$ cat config.mk
export PLATFORM = sky130hd
export DESIGN_NAME = xor_tt_sequencer
export DESIGN_NICKNAME = d
export VERILOG_FILES = /design/src/rtl/xor_tt_sequencer.sv
export SDC_FILE = /design/constraint.sdc
export NUM_CORES = 1
export LEC_CHECK = 0
export ABC_AREA = 0
export CAP_MARGIN = 5
export CORE_MARGIN = 3
export CORE_UTILIZATION = 43
export DETAILED_ROUTE_END_ITERATION = 10
export PLACE_DENSITY_LB_ADDON = 0.15
export SKIP_CTS_REPAIR_TIMING = 1
export SYNTH_ARGS = -nofsm -noshare
export SYNTH_HDL_FRONTEND = slang
export SYNTH_SLANG_ARGS = --single-unit
$ cat constraint.sdc
create_clock -name clk -period 3.4 [get_ports clk]
set_clock_uncertainty 0.15 [all_clocks]
set_input_delay 0.68 -clock clk [delete_from_list [all_inputs] [get_ports clk]]
set_output_delay 0.68 -clock clk [all_outputs]
set_load 0.005 [all_outputs]
$ cat src/rtl/xor_tt_sequencer.sv
// xor_tt_sequencer
// Steps an external combinational gate-under-test through every minterm of
// its inputs, compares each settled output against a golden truth table and
// records per-minterm failures, a mismatch count and the first failing index.
//
// Build option: define STOP_ON_FAIL_EN to end the sweep at the first mismatch.
//
// Parameters:
//   N_IN          number of gate inputs (1..4), M = 2**N_IN minterms
//   EXPECTED      golden output per minterm, bit m for input value m
//   SETTLE_CYCLES wait cycles between applying inputs and sampling (0..15)
//
// Ports:
//   clk            system clock, rising edge
//   reset          synchronous active-high reset
//   start          begin a sweep (honoured only in IDLE or DONE)
//   abort          stop a running sweep, return to IDLE without done
//   dut_in         input vector driven to the gate-under-test
//   dut_out        output of the gate-under-test
//   busy           high while applying / waiting / checking
//   done           high in DONE until the next start or reset
//   minterm        current minterm index
//   fail_mask      bit m set if minterm m mismatched
//   mismatch_cnt   number of mismatches (0..M)
//   first_fail     index of the first mismatch
//   first_fail_vld first_fail holds a valid index
module xor_tt_sequencer #(
  parameter int unsigned               N_IN          = 2,
  parameter logic [(2**N_IN)-1:0]      EXPECTED      = 4'b0110,
  parameter int unsigned               SETTLE_CYCLES = 1
) (
  input  logic                   clk,
  input  logic                   reset,
  input  logic                   start,
  input  logic                   abort,
  output logic [N_IN-1:0]        dut_in,
  input  logic                   dut_out,
  output logic                   busy,
  output logic                   done,
  output logic [N_IN-1:0]        minterm,
  output logic [(2**N_IN)-1:0]   fail_mask,
  output logic [N_IN:0]          mismatch_cnt,
  output logic [N_IN-1:0]        first_fail,
  output logic                   first_fail_vld
);

`ifdef STOP_ON_FAIL_EN
  localparam bit STOP_ON_FAIL = 1'b1;
`else
  localparam bit STOP_ON_FAIL = 1'b0;
`endif

  localparam logic [N_IN-1:0] MINT_ONE = 1;
  localparam logic [N_IN:0]   CNT_ONE  = 1;
  localparam logic [3:0]      SETTLE_LOAD = 4'(SETTLE_CYCLES);

  typedef enum logic [2:0] {
    S_IDLE,
    S_APPLY,
    S_WAIT,
    S_CHECK,
    S_DONE
  } state_t;

  state_t                 state_q, state_d;
  logic [3:0]             settle_q;
  logic [N_IN-1:0]        minterm_q;
  logic [(2**N_IN)-1:0]   fail_mask_q;
  logic [N_IN:0]          mismatch_cnt_q;
  logic [N_IN-1:0]        first_fail_q;
  logic                   first_fail_vld_q;

  logic mismatch;
  logic clear_res;
  logic record_fail;
  logic advance;

  // Case-inequality so an X/Z from the gate counts as a mismatch in simulation.
  always_comb begin
    mismatch = (dut_out !== EXPECTED[minterm_q]);
  end

  always_comb begin
    state_d     = state_q;
    clear_res   = 1'b0;
    record_fail = 1'b0;
    advance     = 1'b0;
    case (state_q)
      S_IDLE, S_DONE: begin
        // abort beats start when both arrive outside a sweep
        if (start && abort) begin
          state_d = S_IDLE;
        end else if (start) begin
          state_d   = S_APPLY;
          clear_res = 1'b1;
        end
      end
      S_APPLY: begin
        if (abort) begin
          state_d = S_IDLE;
        end else if (SETTLE_CYCLES == 0) begin
          state_d = S_CHECK;
        end else begin
          state_d = S_WAIT;
        end
      end
      S_WAIT: begin
        if (abort) begin
          state_d = S_IDLE;
        end else if (settle_q <= 4'd1) begin
          state_d = S_CHECK;
        end
      end
      S_CHECK: begin
        if (abort) begin
          state_d = S_IDLE;
        end else begin
          record_fail = mismatch;
          if ((minterm_q == '1) || (STOP_ON_FAIL && mismatch)) begin
            state_d = S_DONE;
          end else begin
            state_d = S_APPLY;
            advance = 1'b1;
          end
        end
      end
      default: state_d = S_IDLE;
    endcase
  end

  always_ff @(posedge clk) begin
    if (reset) begin
      state_q          <= S_IDLE;
      settle_q         <= '0;
      minterm_q        <= '0;
      fail_mask_q      <= '0;
      mismatch_cnt_q   <= '0;
      first_fail_q     <= '0;
      first_fail_vld_q <= 1'b0;
    end else begin
      state_q <= state_d;

      if (state_q == S_APPLY) begin
        settle_q <= SETTLE_LOAD;
      end else if (state_q == S_WAIT) begin
        settle_q <= settle_q - 4'd1;
      end

      if (clear_res) begin
        minterm_q        <= '0;
        fail_mask_q      <= '0;
        mismatch_cnt_q   <= '0;
        first_fail_q     <= '0;
        first_fail_vld_q <= 1'b0;
      end

      if (record_fail) begin
        fail_mask_q[minterm_q] <= 1'b1;
        mismatch_cnt_q         <= mismatch_cnt_q + CNT_ONE;
        if (!first_fail_vld_q) begin
          first_fail_q     <= minterm_q;
          first_fail_vld_q <= 1'b1;
        end
      end

      if (advance) begin
        minterm_q <= minterm_q + MINT_ONE;
      end
    end
  end

  always_comb begin
    busy           = (state_q == S_APPLY) || (state_q == S_WAIT) || (state_q == S_CHECK);
    done           = (state_q == S_DONE);
    // minterm register is held across an abort, but the gate sees 0 when idle
    dut_in         = (state_q == S_IDLE) ? '0 : minterm_q;
    minterm        = minterm_q;
    fail_mask      = fail_mask_q;
    mismatch_cnt   = mismatch_cnt_q;
    first_fail     = first_fail_q;
    first_fail_vld = first_fail_vld_q;
  end

endmodule

== After elaboration in Yosys (flattened, before gate mapping) ==
Index checks and enable logic that the tools add are counted.
Storage, ports and cells
  bits in latches: 0
  register bits: 19
  memories: 0
  ROM bits: 0
  input bits: 5
  bits in writable memories: 0
Cells by class
  $add $sub $neg: 3
  multiply operators: 0
  eq/ne operators: 8
  divide/modulo/power cells: 0
  shifts and indexed selects: 0
  bitwise operators: 1
  reduce and logical (&&, ||, !) cells: 11
  muxes and demuxes: 36
  $lt $le $gt $ge: 3
Operator list (number)
  2-to-1 mux 3 bit: 8
  2-to-1 mux 1 bit: 15
  2-to-1 mux 2 bit: 7
  2-to-1 mux 4 bit: 3
  one-hot mux 3 bit (4 select lines): 1
  equality test 3 x 2 -> 1 bit (second input constant): 2
  != test 3 bit (second input constant): 2
  nonzero test 2 bit: 3
  <= comparator 4 x 1 -> 1 bit (second input constant): 1
  OR 4 bit: 1
  OR reduction 2 bit: 2
  subtractor 4 x 1 -> 4 bit (second input constant): 1
  adder 3 x 1 -> 3 bit (second input constant): 1
  equality test 3 x 1 -> 1 bit (second input constant): 1
  equality test 3 bit (second input constant): 1
  zero test 3 bit: 1
  less-than comparator 2 x 3 -> 1 bit (second input constant): 1
  adder 2 x 1 -> 2 bit (second input constant): 1
  binary-select mux 1 bit (select 2 bit): 1
  demux 1 bit (select 2 bit): 1
  equality test 2 bit (second input constant): 1
  greater-or-equal comparator 2 x 1 -> 1 bit (second input constant): 1
  logical AND 1 bit: 2
  logical OR 1 bit: 2
  other kinds (2): 2

== Logic depth before layout (Yosys ltp) ==
Gate-level depths: netlist of the first run.
  depth after elaboration: 7
  depth in mapped cells: 5
  mapped depth without buffers: 5

== Worst setup path before layout of the first run ==
Ideal clock, no wire load.
  path kind: input port to flip-flop
  start: input abort
  end: register first_fail_q[0] (netlist: first_fail[0])
  setup slack: 1.599 ns
  required time: 3.179 ns
  library setup time: 0.071 ns
  cell stages on the path: 4
  path buffers: 1
  arrival: 1.580 ns
  cells stage by stage: nand4bb_1 > buf_2 > or4_1 > a21oi_1
Between the ends
  cells in the longest elaborated chain, start to end: 6
  elaborated cells on any way between the ends: 8
  classes of those cells: mux (7); reduce/logical (1)
Ends and longest elaborated chain
  from (decl): line 35  | input logic abort,
  logical AND 1 bit: line 91  | if (start && abort) begin
  2-to-1 mux 1 bit: line 91
  2-to-1 mux 1 bit: line 88  | case (state_q)
  2-to-1 mux 2 bit: line 149  | if (clear_res) begin
  2-to-1 mux 2 bit: line 160  | if (!first_fail_vld_q) begin
  2-to-1 mux 2 bit *: line 157  | if (record_fail) begin
  to (signal assigned): line 161  | first_fail_q <= minterm_q;
  to (decl): line 70  | logic [N_IN-1:0] first_fail_q;
Every way passes the cells marked *; elsewhere a longest branch is shown, timed or not.
A chain may end at the register's enable or synchronous reset.

== Worst setup path after layout of the first run ==
  start: register state_q[2]
  end: output done
Between the ends
  cells in the longest elaborated chain, start to end: 1
Ends and longest elaborated chain
  from (decl): line 65  | state_t state_q, state_d;
  from (signal assigned): line 141  | state_q <= state_d;
  equality test 3 bit: line 174  | done = (state_q == S_DONE);
  to (decl): line 39  | output logic done,
Every way passes these cells.

==> flow_metrics.env, run 1 <==
export IMPL_grt_pass1_vias=849
export IMPL_rsz0062_at_grt="no"
export IMPL_critPathRequiredTime_ns=2.57
export IMPL_root_buffer="clkbuf_4"
export IMPL_synth_top_cell_by_area="dfxtp_1"
export IMPL_pre_cts_ws_ns=0.793
export IMPL_met2_usage_pct=23.6
export IMPL_cts_max_path_buffers=2
export IMPL_htree_num_levels=1
export IMPL_hold_viol_final=0
export IMPL_layout_min_cycle_time_ns=2.61
export IMPL_relSlewSlack_pct=49.3
export IMPL_r2r_setup_slack_ns=1.29
export IMPL_grt_use_met1_pct=21.2
export IMPL_die_h_um=55.2
export IMPL_finalCritPeriodShare_pct=76.8
export IMPL_path_clk_slew_ns=0.10
export IMPL_num_io_pins=21
export IMPL_synth_cell_types=39
export IMPL_crit_fanout=13
export IMPL_async_flop_share_pct=0
export IMPL_initial_core_util_pct=46.2
export IMPL_busiest_layer="met2"
export IMPL_synth_area_leaders="dfxtp_1, ha_1, a21oi_1"
export IMPL_layout_setup_ws_ns=0.790
export IMPL_use_met3_pct=4.91
export IMPL_worstSetupPathType="flip-flop to primary output"
export IMPL_gp_congestion=0.726
export IMPL_path_buf_inv=1
export IMPL_arrival_ns=1.78
export IMPL_ys_seq_elements=19
export IMPL_p_per_area_nw_per_um2=305
export IMPL_die_area_um2=3050
export IMPL_numCtsBuffers=3
export IMPL_ys_flop_type="dfxtp_1"
export IMPL_clock_sinks=19
export IMPL_p_total_w=0.000386
export IMPL_overflow=0
export IMPL_final_antenna_net_count=0
export IMPL_cpLargestDelayFamily="flip-flops"
export IMPL_p_leak_nw=0.421
export IMPL_final_area_um2=1270
export IMPL_max_freq_mhz=383
export IMPL_dpl_instance_area_um2=1240
export IMPL_drtIter0Drc=19
export IMPL_crit_path_max_incr_delay_ns=0.58
export IMPL_rr_worst_depth=3
export IMPL_tns_ns=0
export IMPL_drive_above_1_share_pct=6.02
export IMPL_min_path_cells=2
export IMPL_min_path_type="flip-flop to flip-flop"
export IMPL_synth_edf_count=0
export IMPL_port_buffer_count=20
export IMPL_vias=903
export IMPL_setup_viol=0
export IMPL_post_route_util_pct=56.2
export IMPL_cp_start_kind="flip-flop"
export IMPL_vdd_drop_max_v=0.000322
export IMPL_vias_per_cell=5.61
export IMPL_antenna_found_initial=0
export IMPL_drt_first_pass_iters=5
export IMPL_worstMarginPinSlew_ns=0.758
export IMPL_cp_end_kind="primary output"
export IMPL_die_x_um=55.2
export IMPL_wl_per_cell_um=14.1
export IMPL_cp_num_cells=2
export IMPL_cpMaxStageDelayCell="dfxtp_1"
export IMPL_ys_seq_area_share_pct=36.5
export IMPL_ys_top_cells_by_count="dfxtp_1, a21oi_1, nor2_1"
export IMPL_fill_cells=232
export IMPL_wirelength_um=2270
export IMPL_coreArea_um2=2250
export IMPL_cts_tree="built"
export IMPL_syn_num_nets=129
export IMPL_num_rows=17
export IMPL_drv_slew=0
export IMPL_fin_nets=146
export IMPL_status="finished clean"
export IMPL_hpwlAfterDp_um=1520
export IMPL_grt_max_degree=22
export IMPL_postSynthCellCount=117
export IMPL_grtUsageTotal_pct=15.5
export IMPL_synth_top_area_share_pct=36.5
export IMPL_drc=0
export IMPL_clock_latency_ns=0.30
export IMPL_n_antenna_cell=0
export IMPL_ys_warnings_count=0
export IMPL_netlist_area_um2=1040
export IMPL_cap_violations=0
export IMPL_path_cells="nor3b_1 -> clkdlybuf4s50_1"
export IMPL_avgSynthCellArea_um2=8.91
export IMPL_syn_to_final_growth_pct=21.5
export IMPL_grt_first_pass_wirelength_um=3890
export IMPL_synth_most_common_cell="dfxtp_1"
final cells by class:
cell class	instances	area [µm²]	area share, %
inverter	5	18.8	1.48
sequential	19	380	30.0
clock buffer	4	26.3	2.08
tap	28	35.0	2.77
timing repair buffer	21	208	16.4
multi-input combinational	84	598	47.2
where the power goes:
part           switching, W  internal (W)  leakage, nW
logic             0.0000194     0.0000201        0.253
clock network     0.0000681     0.0000457       0.0150
registers        0.00000730      0.000226        0.153
total             0.0000948      0.000291        0.421
metal layers:
metal / vias up / wire length (µm)
li1: 462 / -
met1: 422 / 1160
met2: 17 / 985
met3: 2 / 96
met4: 0 / 23
met5: - / 0
placed cells by master, fill, tap and decap left out, types with 2 or more instances in the layout:
master and count:
a32oi_1 4, nor4b_1 3, or3_1 3, clkdlybuf4s50_1 20, clkbuf_4 3, mux2i_1 2
nor3_1 2, nor2_1 11, o211ai_1 4, nor3b_1 2, or4_1 2, nand2b_1 2
ha_1 7, xnor2_1 2, nand3_1 2, inv_1 5, a21oi_1 13, o21ai_0 3
o311ai_0 2, nand3b_1 3, dfxtp_1 19
tightest hold or removal path: cells and delay by family (launching register included):
kind / cells / cell delay [ns]
AND/OR/NAND/NOR: 1 / 0.07
AO/OA/AOI/OAI: 1 / 0.06
flip-flops: 1 / 0.34
logic make-up (layout without fill, tap and decap cells):
logic type,Yosys count,after routing,share of synthesized area (%)
mux,2,2,1.92
buf+inv,14,30,6.12
xor+xnor,3,3,2.52
flops,19,19,36.5
simple gates,40,40,24.1
compound gates,32,32,20.4
fa+ha+maj,7,7,8.40
registers in the layout, indices dropped and copies added, names as in the netlist:
register	count
settle_q	4
mismatch_cnt	3
first_fail_vld	1
minterm	2
first_fail	2
fail_mask	4
state_q	3
through the flow:
| stage | instances | hold slack (ns) |
|---|---|---|
| 2_1_floorplan | 117 | 0.322 |
| 3_3_place_gp | 157 | 0.327 |
| 3_5_place_dp | 157 | 0.330 |
| 4_1_cts | 161 | 0.359 |
| 5_1_grt | 161 | 0.384 |
| 6_report | 161 | 0.350 |
path summary, 6_finish.rpt:
kind,startpoint,to
max,state_q[2],done
min,fail_mask[0],fail_mask[0]
max reg2reg,state_q[1],first_fail[1]
min reg2reg,fail_mask[0],fail_mask[0]
No activity file was read; power rests on OpenSTA's default activity.
==> run 2: changes to the inputs <==
clock period = 2.15 ns   (was 3.4 ns; I/O delays follow)
==> run 2 against run 1 <==
Combinational power increased by 91%. Setup slack got worse by 0.69 ns. Core utilization increased by 3.8 points.
==> flow_metrics.env, run 2 (synthesis gave the netlist of run 1 again) <==
export IMPL_status="finished clean"
export IMPL_layout_min_cycle_time_ns=2.05
export IMPL_finalCritPeriodShare_pct=95.5
export IMPL_gp_congestion=0.815
export IMPL_fin_hold_ws_ns=0.352
export IMPL_n_antenna_cell=0
export IMPL_vias_per_cell=5.51
export IMPL_wirelength_um=2400
export IMPL_coreArea_um2=2250
export IMPL_post_route_util_pct=60.0
export IMPL_grtUsageTotal_pct=16.8
export IMPL_layout_commonest_cell="clkdlybuf4s50_1"
export IMPL_final_area_um2=1350
export IMPL_cts_tree="built"
export IMPL_cts_max_path_buffers=2
export IMPL_htree_num_levels=1
export IMPL_port_buffer_count=20
export IMPL_max_freq_mhz=487
export IMPL_cap_violations=0
export IMPL_clock_latency_ns=0.30
export IMPL_layout_common_cells="clkdlybuf4s50_1, dfxtp_1, a21oi_1"
export IMPL_crit_fanout=8
export IMPL_die_h_um=55.2
export IMPL_relSlewSlack_pct=66.8
export IMPL_syn_to_final_growth_pct=29.8
export IMPL_die_area_um2=3050
export IMPL_path_clk_slew_ns=0.11
export IMPL_setup_viol=0
export IMPL_final_antenna_net_count=0
export IMPL_num_io_pins=21
export IMPL_vias=937
export IMPL_p_leak_nw=0.474
export IMPL_min_path_type="flip-flop to flip-flop"
export IMPL_p_per_area_nw_per_um2=463
export IMPL_arrival_ns=1.47
export IMPL_clock_sinks=19
export IMPL_cp_end_kind="primary output"
export IMPL_drtIter0Drc=14
export IMPL_cp_start_kind="flip-flop"
export IMPL_hpwlAfterDp_um=1680
export IMPL_worstMarginPinSlew_ns=0.494
export IMPL_drive_above_1_share_pct=16.9
export IMPL_fin_nets=155
export IMPL_numCtsBuffers=3
export IMPL_dpl_instance_area_um2=1310
export IMPL_critPathRequiredTime_ns=1.57
export IMPL_grt_pass1_vias=975
export IMPL_antenna_found_initial=0
export IMPL_worstSetupPathType="flip-flop to primary output"
export IMPL_overflow=0
export IMPL_drv_slew=0
export IMPL_root_buffer="clkbuf_4"
export IMPL_grt_first_pass_wirelength_um=4260
export IMPL_vdd_drop_max_v=0.000384
export IMPL_num_rows=17
export IMPL_initial_core_util_pct=46.2
export IMPL_hold_viol_final=0
export IMPL_drc=0
export IMPL_grt_max_degree=14
export IMPL_die_x_um=55.2
export IMPL_wl_per_cell_um=14.1
export IMPL_drt_first_pass_iters=3
==> run 2: cell count changes in the layout (fill, tap and decap cells not counted) <==
cell     delta
nor3b_2     +1
nor3_1      -1
dfxtp_2     +4
dfxtp_4     +1
buf_4       +9
nor3_2      +1
nor3b_1     -1
dfxtp_1     -5
==> run 2: final timing paths <==
| kind | from | to | slack, ns | cells past startpoint |
|---|---|---|---|---|
| hold reg to reg | fail_mask[3] | fail_mask[3] | 0.35 | 2 |
| setup reg to reg | minterm[0] | first_fail[0] | 0.25 | 5 |
| hold / removal | fail_mask[3] | fail_mask[3] | 0.35 | 2 |
| setup / recovery | state_q[2] | done | 0.1 | 2 |
==> run 2: where the power goes <==
| group | switching [W] | internal (W) |
|---|---|---|
| registers | 0.00000968 | 0.000356 |
| logic | 0.0000353 | 0.0000402 |
| clock network | 0.000113 | 0.0000723 |
==> run 2: area by class of cell <==
class,count,area [µm²]
fill,217,902
tap,28,35.0
multi-input combinational,84,608
inverter,5,18.8
clock buffer,4,26.3
sequential,19,389
timing repair buffer,30,275
==> run 2: layer usage <==
layer	GRT usage (%)	wire length, µm	up-vias
met4	5.21	14	0
met2	26.2	1040	15
met3	3.74	83	3
met5	0	0	-
met1	23.0	1250	437
li1	-	-	482
==> run 2: per-stage QoR <==
| stage | worst slack (ns) | total power, W | std cells | TNS [ns] |
|---|---|---|---|---|
| 6_report | 0.0964 | 0.000627 | 170 | 0 |
| 3_3_place_gp | 0.0739 | 0.000446 | 166 | 0 |
| 5_1_grt | -0.0123 | 0.000655 | 170 | -0.0137 |
| 4_1_cts | -0.0868 | 0.000630 | 170 | -0.228 |
| 2_1_floorplan | 0.392 | 0.000419 | 117 | 0 |
| 3_5_place_dp | 0.0581 | 0.000449 | 166 | 0 |
==> run 2: critical path: stages, from the launching register on <==
cell             delay (ns)
dfxtp_2                0.42
nor3b_2                0.22
clkdlybuf4s50_1        0.53
==> run 3: changes to the inputs <==
ABC_AREA = 1   (was 0)
CORE_MARGIN = unset   (was 3)
==> run 3 against run 2 <==
Wire length shrank 18%. Area after synthesis is 5.0% lower. Synthesized cell count rose by 16%. Setup slack worse by 0.0087 ns. First-iteration DRC count increased by 50%. Fmax decreased by 0.42%. Die area decreased by 18%. Register-to-register slack better by 0.09 ns. Critical path type unchanged. Critical endpoint is now dut_in[0]. Largest power group unchanged. Highest routed layer unchanged.
==> flow_metrics.env, run 3 <==
export IMPL_cp_end_kind="primary output"
export IMPL_gp_congestion=0.806
export IMPL_die_h_um=50.0
export IMPL_ys_warnings_count=0
export IMPL_grt_first_pass_wirelength_um=3290
export IMPL_synth_most_common_cell="nand2_1"
export IMPL_vias=910
export IMPL_num_rows=17
export IMPL_switchingPower_w=0.000172
export IMPL_path_clk_slew_ns=0.11
export IMPL_relSlewSlack_pct=76.2
export IMPL_cpLargestDelayFamily="buffers and inverters"
export IMPL_p_seq_share_pct=57.9
export IMPL_die_x_um=50.0
export IMPL_drt_first_pass_iters=4
export IMPL_coreArea_um2=2190
export IMPL_syn_to_final_growth_pct=24.8
export IMPL_multi_input_area_um2=514
export IMPL_layout_commonest_cell="nand2_1"
export IMPL_final_antenna_net_count=0
export IMPL_avgSynthCellArea_um2=7.28
export IMPL_path_cells="nor2_4 -> a21oi_1 -> clkdlybuf4s50_1"
export IMPL_grt_pass1_vias=773
export IMPL_numCtsBuffers=3
export IMPL_syn_num_nets=148
export IMPL_num_io_pins=21
export IMPL_synth_cell_types=22
export IMPL_cap_violations=0
export IMPL_clock_sinks=19
export IMPL_postSynthCellCount=136
export IMPL_htree_num_levels=1
export IMPL_synth_edf_count=0
export IMPL_drc=0
export IMPL_tns_ns=0
export IMPL_rsz0062_at_grt="no"
export IMPL_path_buf_inv=1
export IMPL_fin_hold_ws_ns=0.325
export IMPL_cp_start_kind="flip-flop"
export IMPL_n_antenna_cell=0
export IMPL_ys_seq_area_share_pct=38.4
export IMPL_initial_core_util_pct=45.2
export IMPL_grt_max_degree=15
export IMPL_synth_top_cell_by_area="dfxtp_1"
export IMPL_p_per_area_nw_per_um2=519
export IMPL_critPathRequiredTime_ns=1.57
export IMPL_cts_max_path_buffers=2
export IMPL_status="finished clean"
export IMPL_synth_top_area_share_pct=38.4
export IMPL_port_buffer_count=20
export IMPL_arrival_ns=1.48
export IMPL_crit_fanout=8
export IMPL_ys_flop_type="dfxtp_1"
export IMPL_hpwlAfterDp_um=1440
export IMPL_sw_frac_of_total_pct=26.8
export IMPL_p_leak_nw=0.489
export IMPL_netlist_area_um2=990
export IMPL_antenna_found_initial=0
export IMPL_vdd_drop_max_v=0.000393
export IMPL_hold_viol_final=0
export IMPL_cpMaxStageDelayCell="clkdlybuf4s50_1"
export IMPL_ys_seq_elements=19
export IMPL_fin_nets=170
export IMPL_setup_viol=0
export IMPL_worstMarginPinSlew_ns=0.356
export IMPL_die_area_um2=2500
export IMPL_drive_above_1_share_pct=7.64
export IMPL_min_path_type="flip-flop to flip-flop"
export IMPL_fill_cells=214
export IMPL_async_flop_share_pct=0
export IMPL_overflow=0
export IMPL_synth_area_leaders="dfxtp_1, nand2_1, ha_1"
export IMPL_p_int_w=0.000469
export IMPL_pwr_share_clk_pct=28.2
export IMPL_pwr_share_comb_pct=13.9
export IMPL_drv_slew=0
export IMPL_drtIter0Drc=21
export IMPL_layout_common_cells="nand2_1, clkdlybuf4s50_1, inv_1, a21oi_1, dfxtp_1"
export IMPL_seq_area_um2=384
export IMPL_max_freq_mhz=485
export IMPL_wl_per_cell_um=10.6
export IMPL_layout_min_cycle_time_ns=2.06
export IMPL_worstSetupPathType="flip-flop to primary output"
export IMPL_grtUsageTotal_pct=17.3
export IMPL_finalCritPeriodShare_pct=95.9
export IMPL_ys_top_cells_by_count="nand2_1, dfxtp_1, a21oi_1, inv_1, nand3_1"
export IMPL_crit_path_max_incr_delay_ns=0.52
export IMPL_clock_latency_ns=0.29
export IMPL_cts_tree="built"
export IMPL_vias_per_cell=4.92
export IMPL_wirelength_um=1970
export IMPL_root_buffer="clkbuf_4"
run 3: final timing paths:
path,start,endpoint,slack (ns),depth (start not counted)
max,state_q[1],dut_in[0],0.09,3
min reg2reg,fail_mask[2],fail_mask[2],0.33,2
min,fail_mask[2],fail_mask[2],0.33,2
max reg2reg,minterm[0],first_fail[1],0.34,9
run 3: stage by stage:
| step | util (%) | instance area, µm² | cells | power [W] | worst slack (ns) |
|---|---|---|---|---|---|
| 2_1_floorplan | - | 990 | 136 | 0.000439 | 0.559 |
| 3_3_place_gp | 55.0 | 1200 | 181 | 0.000466 | 0.187 |
| 3_5_place_dp | 55.0 | 1200 | 181 | 0.000468 | 0.162 |
| 4_1_cts | 56.2 | 1230 | 185 | 0.000645 | 0.0317 |
| 5_1_grt | 56.4 | 1230 | 185 | 0.000669 | 0.00107 |
| 6_report | 56.4 | 1230 | 185 | 0.000641 | 0.0877 |
run 3: power by group through the flow:
| stage | Sequential (W) | Clock (W) | Combinational [W] |
|---|---|---|---|
| after detailed placement | 0.000379 | 0 | 0.0000886 |
| after CTS | 0.000371 | 0.000185 | 0.0000891 |
| after floorplan | 0.000377 | 0 | 0.0000617 |
| after global placement | 0.000379 | 0 | 0.0000872 |
| after global routing | 0.000373 | 0.000193 | 0.000103 |
| final | 0.000371 | 0.000181 | 0.0000894 |
run 3: tightest hold or removal path: cells and delay by family (launching register included):
family / cells / cell delay [ns]
DFF: 1 / 0.32
and+or+nand+nor: 1 / 0.06
AOI/OAI and AO/OA: 1 / 0.06
run 3: routing by layer:
metal / vias to the layer above / part of all wire (%) / global-route usage (%)
li1: 486 / - / -
met1: 403 / 54 / 23.2
met2: 19 / 42 / 26.4
met3: 2 / 3.6 / 4.01
met4: 0 / 0.71 / 7.14
met5: - / 0 / 0
run 3: cell type report:
class | instances | share of cell area (%)
timing repair buffer | 21 | 16.8
clock buffer | 4 | 2.13
multi-input combinational | 95 | 41.6
tap | 28 | 2.84
inverter | 18 | 5.47
sequential | 19 | 31.1
run 3: kinds of logic (layout without fill, tap and decap cells):
logic type	after synthesis	after routing	synth area share, %
buffers and inverters	22	43	9.61
adders and majority gates	7	7	8.85
xor gates and xnor gates	1	1	0.885
AOI/OAI and AO/OA	26	26	13.7
and+or+nand+nor	61	61	28.6
DFF	19	19	38.4
